File: src/rtl/hpdl_display_ctrl.sv
// hpdl_display_ctrl
//   Character-buffer display controller for NUM_DEVICES chained HPDL-1414
//   modules (4 characters each). Accepts a byte stream, interprets control
//   codes (BKSP, CR, FF), folds lowercase to uppercase, optionally scrolls,
//   and continuously refreshes the displays over a shared bus with a
//   blinking cursor.
//
// Ports
//   CLK_i       system clock
//   RST_i       synchronous active-high reset
//   RX_VALID_i  byte strobe (transfer when RX_VALID_i && RX_READY_o)
//   RX_DATA_i   received byte
//   RX_READY_o  high when a byte can be accepted (IDLE only)
//   HPDL_D      character code to the displays
//   HPDL_A      digit address within a device (inverted position)
//   HPDL_WR_N   active-low per-device write strobes
//   CURSOR_o    cursor position 0..DEPTH (DEPTH = past the end)
module hpdl_display_ctrl #(
    parameter int NUM_DEVICES  = 4,
    parameter int CLK_DIV_LOG2 = 10,
    parameter int BLINK_LOG2   = 22,
    parameter int SCROLL_MODE  = 0
) (
    input  logic                                  CLK_i,
    input  logic                                  RST_i,
    input  logic                                  RX_VALID_i,
    input  logic [7:0]                            RX_DATA_i,
    output logic                                  RX_READY_o,
    output logic [6:0]                            HPDL_D,
    output logic [1:0]                            HPDL_A,
    output logic [NUM_DEVICES-1:0]                HPDL_WR_N,
    output logic [$clog2(4*NUM_DEVICES+1)-1:0]    CURSOR_o
);
    localparam int DEPTH = 4 * NUM_DEVICES;
    localparam int CW    = $clog2(DEPTH + 1);
    localparam int SW    = $clog2(DEPTH);

    typedef enum logic {ST_CLEAR, ST_IDLE} state_t;

    state_t                state;
    logic [6:0]            buffer [DEPTH];
    logic [SW-1:0]         clr_idx;
    logic [SW-1:0]         slot;
    logic [BLINK_LOG2-1:0] counter;

    logic [BLINK_LOG2-1:0] cnt_n;
    logic                  div_wrap;
    logic [SW-1:0]         slot_n;
    logic [NUM_DEVICES-1:0] wr_n_n;
    logic [6:0]            disp_d;
    logic                  accept;
    logic                  is_print;
    logic [6:0]            code;
    logic [CW-1:0]         cur_m1;

    // Refresh timing is evaluated for the counter value after this edge, so
    // the registered A/D/WR_N outputs line up with the slot they belong to.
    always_comb begin
        cnt_n    = counter + 1'b1;
        div_wrap = (counter[CLK_DIV_LOG2-1:0] == '1);
        slot_n   = slot;
        if (div_wrap) begin
            slot_n = (slot == SW'(DEPTH - 1)) ? '0 : slot + 1'b1;
        end

        wr_n_n = '1;
        for (int unsigned d = 0; d < NUM_DEVICES; d++) begin
            if (cnt_n[CLK_DIV_LOG2-1] && (d == 32'(slot_n >> 2))) begin
                wr_n_n[d] = 1'b0;
            end
        end

        disp_d = buffer[slot_n];
        if ((CW'(slot_n) == CURSOR_o) && cnt_n[BLINK_LOG2-1]) begin
            disp_d = 7'h5F;
        end

        accept   = RX_VALID_i && RX_READY_o;
        code     = RX_DATA_i[6:0];
        is_print = 1'b0;
        if (RX_DATA_i >= 8'h20 && RX_DATA_i <= 8'h5F) begin
            is_print = 1'b1;
        end else if (RX_DATA_i >= 8'h61 && RX_DATA_i <= 8'h7A) begin
            is_print = 1'b1;
            code     = RX_DATA_i[6:0] - 7'h20;
        end

        cur_m1 = CURSOR_o - 1'b1;
    end

    always_ff @(posedge CLK_i) begin
        if (RST_i) begin
            state      <= ST_CLEAR;
            clr_idx    <= '0;
            CURSOR_o   <= '0;
            RX_READY_o <= 1'b0;
            counter    <= '0;
            slot       <= '0;
            HPDL_D     <= 7'h20;
            HPDL_A     <= 2'b11;
            HPDL_WR_N  <= '1;
        end else begin
            counter   <= cnt_n;
            slot      <= slot_n;
            HPDL_WR_N <= wr_n_n;
            if (div_wrap) begin
                HPDL_A <= ~slot_n[1:0];
                HPDL_D <= disp_d;
            end

            case (state)
                ST_CLEAR: begin
                    buffer[clr_idx] <= 7'h20;
                    if (clr_idx == SW'(DEPTH - 1)) begin
                        clr_idx    <= '0;
                        CURSOR_o   <= '0;
                        RX_READY_o <= 1'b1;
                        state      <= ST_IDLE;
                    end else begin
                        clr_idx <= clr_idx + 1'b1;
                    end
                end
                ST_IDLE: begin
                    if (accept) begin
                        if (is_print) begin
                            if (CURSOR_o != CW'(DEPTH)) begin
                                buffer[CURSOR_o[SW-1:0]] <= code;
                                CURSOR_o <= CURSOR_o + 1'b1;
                            end else if (SCROLL_MODE != 0) begin
                                for (int unsigned i = 0; i < DEPTH - 1; i++) begin
                                    buffer[i] <= buffer[i + 1];
                                end
                                buffer[DEPTH-1] <= code;
                            end
                        end else begin
                            case (RX_DATA_i)
                                8'h08: begin
                                    if (CURSOR_o != '0) begin
                                        CURSOR_o <= cur_m1;
                                        buffer[cur_m1[SW-1:0]] <= 7'h20;
                                    end
                                end
                                8'h0D: CURSOR_o <= '0;
                                8'h0C: begin
                                    state      <= ST_CLEAR;
                                    clr_idx    <= '0;
                                    RX_READY_o <= 1'b0;
                                end
                                default: ;
                            endcase
                        end
                    end
                end
                default: state <= ST_CLEAR;
            endcase
        end
    end
endmodule

File: config.mk
export PLATFORM = sky130hd
export DESIGN_NAME = hpdl_display_ctrl
export DESIGN_NICKNAME = d
export VERILOG_FILES = /design/src/rtl/hpdl_display_ctrl.sv
export SDC_FILE = /design/constraint.sdc
export NUM_CORES = 1
export LEC_CHECK = 0
export ABC_AREA = 0
export BUFFER_PORTS_ARGS = -buffer_cell sky130_fd_sc_hd__buf_2
export CAP_MARGIN = 20
export CORE_MARGIN = 3
export CORE_UTILIZATION = 55
export CTS_BUF_LIST = sky130_fd_sc_hd__clkbuf_2 sky130_fd_sc_hd__clkbuf_4 sky130_fd_sc_hd__clkbuf_8
export CTS_CLUSTER_DIAMETER = 150
export DETAILED_ROUTE_END_ITERATION = 10
export PLACE_DENSITY = 0.78
export SETUP_SLACK_MARGIN = 0.05
export SYNTH_ARGS = -nofsm -noshare
export SYNTH_HDL_FRONTEND = slang
export SYNTH_SLANG_ARGS = --single-unit
File: constraint.sdc
create_clock -name CLK_i -period 3.2 [get_ports CLK_i]
set_clock_uncertainty 0.15 [all_clocks]
set_input_delay 0.16 -clock CLK_i [delete_from_list [all_inputs] [get_ports CLK_i]]
set_output_delay 0.16 -clock CLK_i [all_outputs]
set_load 0.05 [all_outputs]
==> results of run 1 <==
registers in the layout, indices dropped and copies added (netlist names):
signal      cells
buffer        112
counter        22
HPDL_D          7
CURSOR_o        5
HPDL_WR_N       4
clr_idx         4
slot            4
HPDL_A          2
RX_READY_o      1
state           1
metal layers:
| layer | GRT usage | vias to the layer above | wire, um |
|---|---|---|---|
| met2 | 0.399 | 221 | 8490 |
| met5 | 0 | - | 0 |
| li1 | - | 2451 | - |
| met1 | 0.329 | 2602 | 7160 |
| met4 | 0.0938 | 0 | 375 |
| met3 | 0.0659 | 33 | 1340 |
where the power goes:
| part | leakage (uW) | switching, uW | internal [uW] |
|---|---|---|---|
| logic | 0.00128 | 74.1 | 43.9 |
| registers | 0.00143 | 13.1 | 2230 |
| clock network | 0.000239 | 706 | 994 |
synth_stat cells (13+ instances only):
library cell  count  area share
xnor2_1          13       0.015
a21oi_1          18       0.012
nor3_1           20       0.014
xor2_1           13       0.015
nand3_1          32       0.022
nand2_1          72       0.037
mux2i_1          41       0.056
dfxtp_1          50        0.14
nand2b_1         13       0.011
nor2_1           43       0.022
a311oi_1         15       0.018
edfxtp_1        112        0.46
kinds of logic (layout without fill, tap and decap cells):
logic type | after synthesis | after routing | share of synthesized area
DFF | 162 | 162 | 0.591
AOI/OAI and AO/OA | 106 | 106 | 0.113
and+or+nand+nor | 241 | 241 | 0.169
adders and majority gates | 7 | 7 | 0.0119
xor gates and xnor gates | 27 | 27 | 0.0331
buffers and inverters | 36 | 105 | 0.0242
muxes | 42 | 42 | 0.0571
final cells by class:
type | count | area, sq um | share of cell area
sequential | 162 | 4370 | 0.518
multi-input combinational | 423 | 2910 | 0.345
timing repair buffer | 65 | 443 | 0.0525
clock buffer | 22 | 284 | 0.0337
tap | 172 | 215 | 0.0255
clock inverter | 10 | 181 | 0.0215
inverter | 8 | 30.0 | 0.00356
worst paths after layout:
kind / from / to / cells past startpoint
worst max-delay path: counter[0]$_SDFF_PP0_ / HPDL_D[0]$_SDFFE_PP0N_ / 7
worst min-delay path: RX_VALID_i / RX_READY_o$_SDFFE_PP0P_ / 6
worst max register to register: counter[0]$_SDFF_PP0_ / HPDL_D[0]$_SDFFE_PP0N_ / 7
worst min register to register: counter[0]$_SDFF_PP0_ / counter[0]$_SDFF_PP0_ / 1
through the flow:
stage / total power [uW] / cell area, sq um / std cells / setup slack (ps)
6_report: 4070 / 8430 / 862 / 214
5_1_grt: 4200 / 8430 / 862 / 52.5
4_1_cts: 4090 / 8420 / 862 / 166
3_5_place_dp: 2410 / 7950 / 829 / 171
3_3_place_gp: 2410 / 7950 / 829 / 306
2_1_floorplan: 2370 / 7450 / 621 / 86.2
repair_timing:
item | 4_1_cts | 5_1_grt
hold endpoints to repair | 1 | 0
hold buffers | 1 | 0
resized for setup | 0 | 4
endpoints found under the setup margin | 0 | 54
setup buffers | 0 | 0
worst register-to-register path, cell delays in order (launching register included):
cell and delay (ps):
dfxtp_1 390, ha_1 220, nand3_1 190, or4_4 600
o2bb2ai_1 790, a222oi_1 300, nand2_1 140, nand3_1 80
==> metrics.md, run 1 <==
| Metric | Value |
|---|---|
| Final-layout fill cell count | 937 |
| CTS sink cnt | 162 |
| Via-per-instance ratio | 6.16 |
| Cell at the root of the clock tree | clkbuf_8 |
| Number of H-tree levels | 4 |
| Maximum frequency from static timing analysis | 335 MHz |
| First drt pass iteration count | 5 |
| Total global-route track usage | 0.250 |
| Drt drc | 0 |
| Final Slew Violations | 0 |
| Syn. warnings | 0 |
| Crit end category | flip-flop |
| Commonest non-fill, non-tap cell in the layout | edfxtp_1 |
| Inserted Diodes | 0 |
| Wire length of the first global-routing pass | 27800 um |
| Number of standard cells after synthesis | 621 |
| Setup repair after global routing missed its margin | no |
| Syn avg cell area | 11.9 sq um |
| Clock tree from TritonCTS | yes |
| Area added between synthesis and finish | 14.3% |
| Most used cell, CP | nand3_1 |
| Number of antenna violations at the first check in global routing | 0 |
| Slew at the pin closest to its max-slew limit | 1010 ps |
| Slowest stage delay, CP | 790 ps |
| Arrival time of data at the critical path endpoint | 3170 ps |
| Share of the cycle needed by the critical path after routing | 0.933 |
| Most used cells in the layout excluding fill and tap cells | edfxtp_1, nand2_1, dfxtp_1 |
| Die extent in y | 122 um |
| Slowest cell on crit path | o2bb2ai_1 |
| Worst Path Max Fanout | 12 |
| Overall via count from detail_route | 5307 |
| Time the final worst path needs with I/O delays and setup | 2990 ps |
| Clock Tree Buf Depth | 2 |
| Syn Std Cell Area | 0.00738 sq mm |
| Top delay family on crit path | compound AO/OA/AOI/OAI gates |
| Via count of the first global-routing pass | 5124 |
| Required time at the endpoint of the critical path | 3380 ps |
| Iteration-0 DRC Markers | 556 |
| Register clock-pin slew on the reported worst setup and hold paths | 80 ps |
| Netlist cell types | 72 |
| Worst reg2reg setup slack | 210 ps |
| Gp weighted congestion | 1.00 |
| Routed length per placed instance | 20.1 um |
| Worst voltage drop across the vdd grid | 0.268 mV |
| Synthesis-stage register bit count | 162 |
| Post-route worst hold slack | 70.6 ps |
| HP Class | primary input to flip-flop |
| Total negative slack | 0 ps |
| Startpoint kind of the worst setup timing path | flip-flop |
| Clock latency at the later pin of the worst-skew pair | 450 ps |
| Cell row count | 41 |
| Area enclosed by the die boundary | 0.0148 sq mm |
| Worst slew margin relative to its limit | 0.322 |
| GRT Residual Overflow | 0 |
| Crit path buf inv count | 0 |
| Area of the core region | 0.0129 sq mm |
| Leak Pwr | 0.00295 uW |
| Initial Util | 0.573 |
| Fraction of layout instances using a drive strength above 1 | 0.199 |
| Max-cap check violation count | 0 |
| Pin count of the biggest net entering global routing | 47 |
| Net count of the mapped netlist | 639 |
| Setup-violating endpoint count in the final report | 0 |
| Utilization after layout | 0.655 |
| Final hold viol count | 0 |
| TritonCTS buffer count | 17 |
| Crit-path cells | ha_1 -> nand3_1 -> or4_4 -> o2bb2ai_1 -> a222oi_1 -> nand2_1 -> nand3_1 |
| Total wire length | 17400 um |
| Net count, final | 695 |
| I/O pin total | 30 |
| Async set-or-reset flop fraction in the synthesized netlist | 0 |
| Most instantiated flip-flop cell in the synthesis netlist | edfxtp_1 |
| Number of synthesized flops with an enable pin | 112 |
| Sequential share of the synthesized area | 0.591 |
| Status | completed |
| IO buf count | 29 |
| Final antenna-violating net count | 0 |
| Floorplan die width | 122 um |
| Power Density | 482 mW/mm^2 |
| Critical path type | flip-flop to flip-flop |
| Post-detailed-placement half-perimeter wirelength | 12100 um |
Note: power is estimated with default switching activity, not from simulation.
==> run 2, diff against run 1 <==
--- a/config.mk
+++ b/config.mk
@@ -8,12 +8,14 @@
 export ABC_AREA = 0
 export BUFFER_PORTS_ARGS = -buffer_cell sky130_fd_sc_hd__buf_2
 export CAP_MARGIN = 20
+export CELL_PAD_IN_SITES_DETAIL_PLACEMENT = 1
+export CELL_PAD_IN_SITES_GLOBAL_PLACEMENT = 1
 export CORE_MARGIN = 3
-export CORE_UTILIZATION = 55
+export CORE_UTILIZATION = 47
 export CTS_BUF_LIST = sky130_fd_sc_hd__clkbuf_2 sky130_fd_sc_hd__clkbuf_4 sky130_fd_sc_hd__clkbuf_8
 export CTS_CLUSTER_DIAMETER = 150
 export DETAILED_ROUTE_END_ITERATION = 10
-export PLACE_DENSITY = 0.78
+export PLACE_DENSITY = 0.81
 export SETUP_SLACK_MARGIN = 0.05
 export SYNTH_ARGS = -nofsm -noshare
 export SYNTH_HDL_FRONTEND = slang
==> run 2 against run 1 <==
  * Fmax fell by 3.1%
  * Cell count grew 4.9%
  * Clock-buffer cell count shrank 3
  * Die area increased by 16%
  * Clock power decreased by 8%
  * Flip-flop and latch count unchanged
  * Design area up 0.36%
  * Non-clock buffer count up 3
  * Critical path depth up 3
  * Critical path type unchanged
  * Critical endpoint is now buffer[7][3]$_DFFE_PP_
==> metrics.md, run 2 (same netlist as run 1, synthesis figures left out) <==
| Metric | Value |
|---|---|
| Register with the most flip-flops | buffer |
| Number of antenna violations at the first check in global routing | 0 (unchanged) |
| Area used by multi-input combinational logic | 0.00292 sq mm (+0.43%) |
| Maximum frequency from static timing analysis | 325 MHz (-3.1%) |
| Slowest cell on crit path | or4_1 |
| Worst reg2reg setup slack | 120 ps (-90 ps) |
| Net count, final | 698 (+0.43%) |
| Crit-path cells | inv_1 -> ha_1 -> inv_1 -> o41ai_2 -> or4_1 -> a21oi_1 -> a221o_1 -> nor3b_2 -> nor3b_2 -> buf_4 |
| Top delay family on crit path | simple AND/OR/NAND/NOR gates |
| Initial Util | 0.484 (-0.0895) |
| CTS sink cnt | 162 (unchanged) |
| Final hold viol count | 0 (unchanged) |
| Commonest non-fill, non-tap cell in the layout | edfxtp_1 |
| Final antenna-violating net count | 0 (unchanged) |
| Most used cells in the layout excluding fill and tap cells | edfxtp_1, nand2_1, dfxtp_1 |
| Total wire length | 20800 um (+20%) |
| Clock Tree Buf Depth | 2 (unchanged) |
| Via count of the first global-routing pass | 5673 (+11%) |
| Area of the core region | 0.0153 sq mm (+19%) |
| Capture point of the worst path | buffer[7][3]$_DFFE_PP_ |
| Clock latency at the later pin of the worst-skew pair | 480 ps (+30 ps) |
| Pin count of the biggest net entering global routing | 47 (unchanged) |
| Clock tree from TritonCTS | yes |
| Total negative slack | 0 ps (unchanged) |
| Endpoint of the lowest-slack register-to-register path | buffer[7][3]$_DFFE_PP_ |
| Overall via count from detail_route | 5452 (+2.7%) |
| Total global-route track usage | 0.242 (-0.00765) |
| Crit path buf inv count | 3 (+3) |
| Worst voltage drop across the vdd grid | 0.300 mV (+12%) |
| TritonCTS buffer count | 17 (unchanged) |
| Wire length of the first global-routing pass | 32400 um (+17%) |
| Iteration-0 DRC Markers | 588 (+5.8%) |
| Slowest stage delay, CP | 580 ps (-210 ps) |
| Logic depth of the worst path, buffers included | 10 (+3) |
| GRT Residual Overflow | 0 (unchanged) |
| Max-cap check violation count | 0 (unchanged) |
| Power Density | 466 mW/mm^2 (-3.4%) |
| Number of H-tree levels | 4 (unchanged) |
| Time the final worst path needs with I/O delays and setup | 3080 ps (+94.3 ps) |
| Required time at the endpoint of the critical path | 3230 ps (-150 ps) |
| Startpoint kind of the worst setup timing path | flip-flop |
| Register clock-pin slew on the reported worst setup and hold paths | 100 ps (+20 ps) |
| Fraction of layout instances using a drive strength above 1 | 0.208 (+0.00924) |
| Cell at the root of the clock tree | clkbuf_8 |
| Worst slew margin relative to its limit | 0.310 (-0.0123) |
| Critical path type | flip-flop to flip-flop |
| Reg area | 0.00437 sq mm (about the same) |
| Setup-violating endpoint count in the final report | 0 (unchanged) |
| Logic depth of the worst register-to-register path | 10 (+3) |
| Worst Path Max Fanout | 7 (-5) |
| Largest register FFs | 112 (unchanged) |
| Arrival time of data at the critical path endpoint | 3110 ps (-60 ps) |
| Crit end category | flip-flop |
| Status | completed |
| Inserted Diodes | 0 (unchanged) |
| Area added between synthesis and finish | 14.7% |
| Registers with the most flip-flops | buffer x112, counter x22, HPDL_D x7 |
| Leak Pwr | 0.00293 uW (-0.52%) |
| Launching element of the worst setup path | CURSOR_o[1]$_SDFFE_PP0P_ |
| Startpoint of the worst-slack reg-to-reg timing path | CURSOR_o[1]$_SDFFE_PP0P_ |
| First drt pass iteration count | 7 (+2) |
| Die extent in y | 131 um (+7.8%) |
| Routed length per placed instance | 23.0 um (+14%) |
| HP Class | primary input to flip-flop |
| Post-detailed-placement half-perimeter wirelength | 14400 um (+19%) |
| Drt drc | 0 (unchanged) |
| Gp weighted congestion | 0.870 (-13%) |
| Setup repair after global routing missed its margin | yes |
| Share of the cycle needed by the critical path after routing | 0.963 (+0.0295) |
| Slew at the pin closest to its max-slew limit | 1030 ps (+18.4 ps) |
| Final-layout fill cell count | 1609 (+72%) |
| Via-per-instance ratio | 6.03 (-2.0%) |
| I/O pin total | 30 (unchanged) |
| Area enclosed by the die boundary | 0.0172 sq mm (+16%) |
| Final Slew Violations | 0 (unchanged) |
| Cell row count | 45 (+9.8%) |
| IO buf count | 29 (unchanged) |
| Utilization after layout | 0.555 (-0.100) |
| Floorplan die width | 131 um (+7.8%) |
run 2: metrics by stage:
step	setup WS, ps	power (uW)	instances	hold WS (ps)	cell area (sq um)
CTS	82.4	3940	902	13.0	8430
finish	120	3940	904	53.8	8460
detailed placement	26.5	2420	869	306	8000
floorplan	86.2	2370	621	256	7450
global placement	143	2410	869	288	8000
global route	19.3	4040	904	90.0	8460
run 2: per-layer routing:
metal	up-vias	routed length, um	global-route usage
li1	2456	-	-
met1	2783	8600	0.303
met5	-	0	0
met3	45	1030	0.0452
met2	168	10700	0.425
met4	0	470	0.0776
run 2: how the worst min path moves through the flow:
stage / to / depth (start not counted) / start / slack [ps]
4_1_cts: RX_READY_o$_SDFFE_PP0P_ / 6 / RX_VALID_i / 10
3_3_place_gp: counter[0]$_SDFF_PP0_ / 1 / counter[0]$_SDFF_PP0_ / 290
5_1_grt: RX_READY_o$_SDFFE_PP0P_ / 6 / RX_VALID_i / 90
2_1_floorplan: RX_READY_o$_SDFFE_PP0P_ / 4 / RX_DATA_i[0] / 260
6_report: RX_READY_o$_SDFFE_PP0P_ / 6 / RX_DATA_i[2] / 50
3_5_place_dp: counter[0]$_SDFF_PP0_ / 1 / counter[0]$_SDFF_PP0_ / 310
run 2: worst reg2reg max path: cells and delay by family, from the launching register on:
kind	cells	cell delay, ps
AO/OA/AOI/OAI	3	440
buffers and inverters	3	440
adder cells (fa/ha/maj)	1	240
flip-flops	1	430
AND/OR/NAND/NOR	3	1100
run 2: report_power, final:
group          internal (uW)  switching (uW)
Sequential              2230            13.5
Combinational           45.9            80.0
Clock                    787             782
run 2: layout make-up:
| class | instances | share of cell area |
|---|---|---|
| clock inverters | 13 | 0.0189 |
| flip-flops and latches | 162 | 0.516 |
| inverters | 8 | 0.00355 |
| multi-input cells | 423 | 0.346 |
| repair buffers | 68 | 0.0550 |
| well taps | 211 | 0.0312 |
| clock buffers | 19 | 0.0294 |
run 2: what timing repair did:
action / 4_1_cts / 5_1_grt
endpoints found under the setup margin: 24 / 118
endpoints found under the hold margin: 1 / 0
gates cloned: 0 / 0
gates resized for setup: 3 / 5
pin swaps: 0 / 1
buffers inserted: 0 / 2
hold buffers: 1 / 0
==> run 3, diff against run 2 <==
--- a/config.mk
+++ b/config.mk
@@ -6,7 +6,7 @@
 export NUM_CORES = 1
 export LEC_CHECK = 0
 export ABC_AREA = 0
-export BUFFER_PORTS_ARGS = -buffer_cell sky130_fd_sc_hd__buf_2
+export BUFFER_PORTS_ARGS = -buffer_cell sky130_fd_sc_hd__buf_4
 export CAP_MARGIN = 20
 export CELL_PAD_IN_SITES_DETAIL_PLACEMENT = 1
 export CELL_PAD_IN_SITES_GLOBAL_PLACEMENT = 1
==> run 3 against run 2 <==
  * Cell count decreased by 0.22%
  * Highest routed layer unchanged
  * Setup slack improved by 43 ps
  * Design area increased by 0.59%
  * Global-route usage increased by 0.62 points
  * Largest power group unchanged
  * Hold slack got worse by 22 ps
  * Clock-buffer cell count decreased by 2
==> metrics.md, run 3 (same netlist as run 1, synthesis figures left out) <==
| Metric | Value |
|---|---|
| Leak Pwr | 0.00295 uW (+0.55%) |
| Clock tree from TritonCTS | yes |
| Max-cap check violation count | 0 (unchanged) |
| TritonCTS buffer count | 17 (unchanged) |
| Commonest non-fill, non-tap cell in the layout | edfxtp_1 |
| Die extent in y | 131 um (unchanged) |
| Time the final worst path needs with I/O delays and setup | 3040 ps (-42.6 ps) |
| Setup repair after global routing missed its margin | yes |
| Clock Tree Buf Depth | 2 (unchanged) |
| Gp weighted congestion | 0.883 (+1.5%) |
| Worst slew margin relative to its limit | 0.351 (+0.0411) |
| Number of H-tree levels | 4 (unchanged) |
| Number of antenna violations at the first check in global routing | 0 (unchanged) |
| Worst reg2reg setup slack | 160 ps (+40 ps) |
| Initial Util | 0.484 (unchanged) |
| Launching element of the worst setup path | CURSOR_o[0]$_SDFFE_PP0P_ |
| Registers with the most flip-flops | buffer x112, counter x22, HPDL_D x7 |
| Cell row count | 45 (unchanged) |
| Net count, final | 697 (-0.14%) |
| GRT Residual Overflow | 0 (unchanged) |
| Critical path type | flip-flop to flip-flop |
| Fraction of layout instances using a drive strength above 1 | 0.201 (-0.00663) |
| Power Density | 468 mW/mm^2 (+0.43%) |
| Area added between synthesis and finish | 15.4% |
| CTS sink cnt | 162 (unchanged) |
| Inserted Diodes | 0 (unchanged) |
| Total wire length | 20900 um (+0.44%) |
| Drt drc | 0 (unchanged) |
| Int Power | 3060 uW (about the same) |
| First drt pass iteration count | 6 (-1) |
| Share of total power in combinational logic | 0.032 (about the same) |
| Slowest cell on crit path | a211oi_2 |
| Utilization after layout | 0.558 (+0.00328) |
| Most used cell, CP | inv_1 |
| Share of the cycle needed by the critical path after routing | 0.949 (-0.0133) |
| Area enclosed by the die boundary | 0.0172 sq mm (unchanged) |
| Via-per-instance ratio | 6.01 (-0.33%) |
| Final setup slack of the worst path | 163 ps (+42.6 ps) |
| HP Class | primary input to flip-flop |
| Total negative slack | 0 ps (unchanged) |
| Via count of the first global-routing pass | 5815 (+2.5%) |
| Arrival time of data at the critical path endpoint | 3060 ps (-50 ps) |
| Min-delay src | RX_VALID_i |
| Cell at the root of the clock tree | clkbuf_8 |
| Floorplan die width | 131 um (unchanged) |
| Worst slack, placed | 53.4 ps (+26.9 ps) |
| Largest register FFs | 112 (unchanged) |
| Required time at the endpoint of the critical path | 3220 ps (about the same) |
| I/O pin total | 30 (unchanged) |
| Final-layout fill cell count | 1587 (-1.4%) |
| Logic depth of the worst register-to-register path | 10 (unchanged) |
| Slowest stage delay, CP | 410 ps (-170 ps) |
| Crit end category | flip-flop |
| Endpoint of the lowest-slack register-to-register path | buffer[4][2]$_DFFE_PP_ |
| Startpoint kind of the worst setup timing path | flip-flop |
| IO buf count | 29 (unchanged) |
| Wire length of the first global-routing pass | 33500 um (+3.2%) |
| Worst voltage drop across the vdd grid | 0.269 mV (-10%) |
| Maximum frequency from static timing analysis | 329 MHz (+1.4%) |
| Post-route worst hold slack | 32.1 ps (-21.7 ps) |
| Total design power | 3980 uW (+1.0%) |
| Worst Path Max Fanout | 9 (+2) |
| Overall via count from detail_route | 5422 (-0.55%) |
| Area of the core region | 0.0153 sq mm (unchanged) |
| Total global-route track usage | 0.248 (+0.00619) |
| Switching share of power | 0.230 (+0.00825) |
| Post-detailed-placement half-perimeter wirelength | 14400 um (about the same) |
| Most used cells in the layout excluding fill and tap cells | edfxtp_1, nand2_1, buf_4 |
| Startpoint of the worst-slack reg-to-reg timing path | CURSOR_o[0]$_SDFFE_PP0P_ |
| Setup-violating endpoint count in the final report | 0 (unchanged) |
| Register with the most flip-flops | buffer |
| Routed length per placed instance | 23.2 um (+0.66%) |
| Crit-path cells | inv_1 -> ha_1 -> inv_1 -> o41ai_2 -> or4_1 -> nor2_1 -> a211oi_2 -> o21ai_1 -> nor3b_2 -> buf_4 |
| Sequential Power Share | 0.565 (-0.005) |
| Slew at the pin closest to its max-slew limit | 970 ps (-61.5 ps) |
| Switching power of the nets | 918 uW (+4.8%) |
| Status | completed |
| Pin count of the biggest net entering global routing | 47 (unchanged) |
| Clock latency at the later pin of the worst-skew pair | 470 ps (about the same) |
| Register clock-pin slew on the reported worst setup and hold paths | 90 ps (about the same) |
| Iteration-0 DRC Markers | 478 (-19%) |
| Capture point of the worst path | buffer[4][2]$_DFFE_PP_ |
| Final Slew Violations | 0 (unchanged) |
| Final antenna-violating net count | 0 (unchanged) |
| Final hold viol count | 0 (unchanged) |
| Part of the power in the clock network | 0.403 (+0.005) |
## run 3: worst min path at each step
stage | endpoint | slack, ps | depth (start not counted)
after floorplan | RX_READY_o$_SDFFE_PP0P_ | 260 | 4
after global placement | counter[0]$_SDFF_PP0_ | 290 | 1
after detailed placement | counter[0]$_SDFF_PP0_ | 310 | 1
after CTS | RX_READY_o$_SDFFE_PP0P_ | 20 | 6
after global routing | RX_READY_o$_SDFFE_PP0P_ | 60 | 6
final | RX_READY_o$_SDFFE_PP0P_ | 30 | 6
## run 3: through the flow
stage / std cells / cell area (sq um)
finish: 902 / 8510
global route: 902 / 8510
CTS: 901 / 8480
detailed placement: 869 / 8060
global placement: 869 / 8060
floorplan: 621 / 7450
## run 3: what timing repair did
item                       CTS  global route
setup endpoints to repair    3            91
pin swaps                    0             1
gates cloned                 0             0
gates resized for setup      1             5
hold endpoints to repair     2             0
hold buffers                 1             0
setup buffers                0             1
## run 3: power groups by stage
stage / combinational (uW) / clock [uW] / sequential (uW)
floorplan: 74.7 / 0 / 2290
global route: 139 / 1700 / 2250
finish: 129 / 1610 / 2250
detailed placement: 123 / 0 / 2300
global placement: 116 / 0 / 2290
CTS: 126 / 1610 / 2250
## run 3: critical path, delay by kind of cell, from the launching register on
kind	cells	cell delay, ps
buffers and inverters	3	450
AND/OR/NAND/NOR	3	580
adder cells (fa/ha/maj)	1	190
AO/OA/AOI/OAI	3	1000
flip-flops	1	380
## run 3: per-layer routing
metal | GRT usage | vias up | routed length [um]
met1 | 0.321 | 2775 | 8890
met4 | 0.0881 | 0 | 314
met5 | 0 | - | 0
met2 | 0.426 | 162 | 10700
li1 | - | 2456 | -
met3 | 0.0383 | 29 | 997
## run 3: layout make-up
| cell class | count | area (sq um) | area share |
|---|---|---|---|
| repair buffers | 67 | 518 | 0.0609 |
| inverters | 8 | 30.0 | 0.00353 |
| flip-flops and latches | 162 | 4370 | 0.513 |
| well taps | 211 | 264 | 0.0310 |
| clock inverters | 14 | 178 | 0.0209 |
| multi-input cells | 423 | 2920 | 0.343 |
| clock buffers | 17 | 234 | 0.0275 |
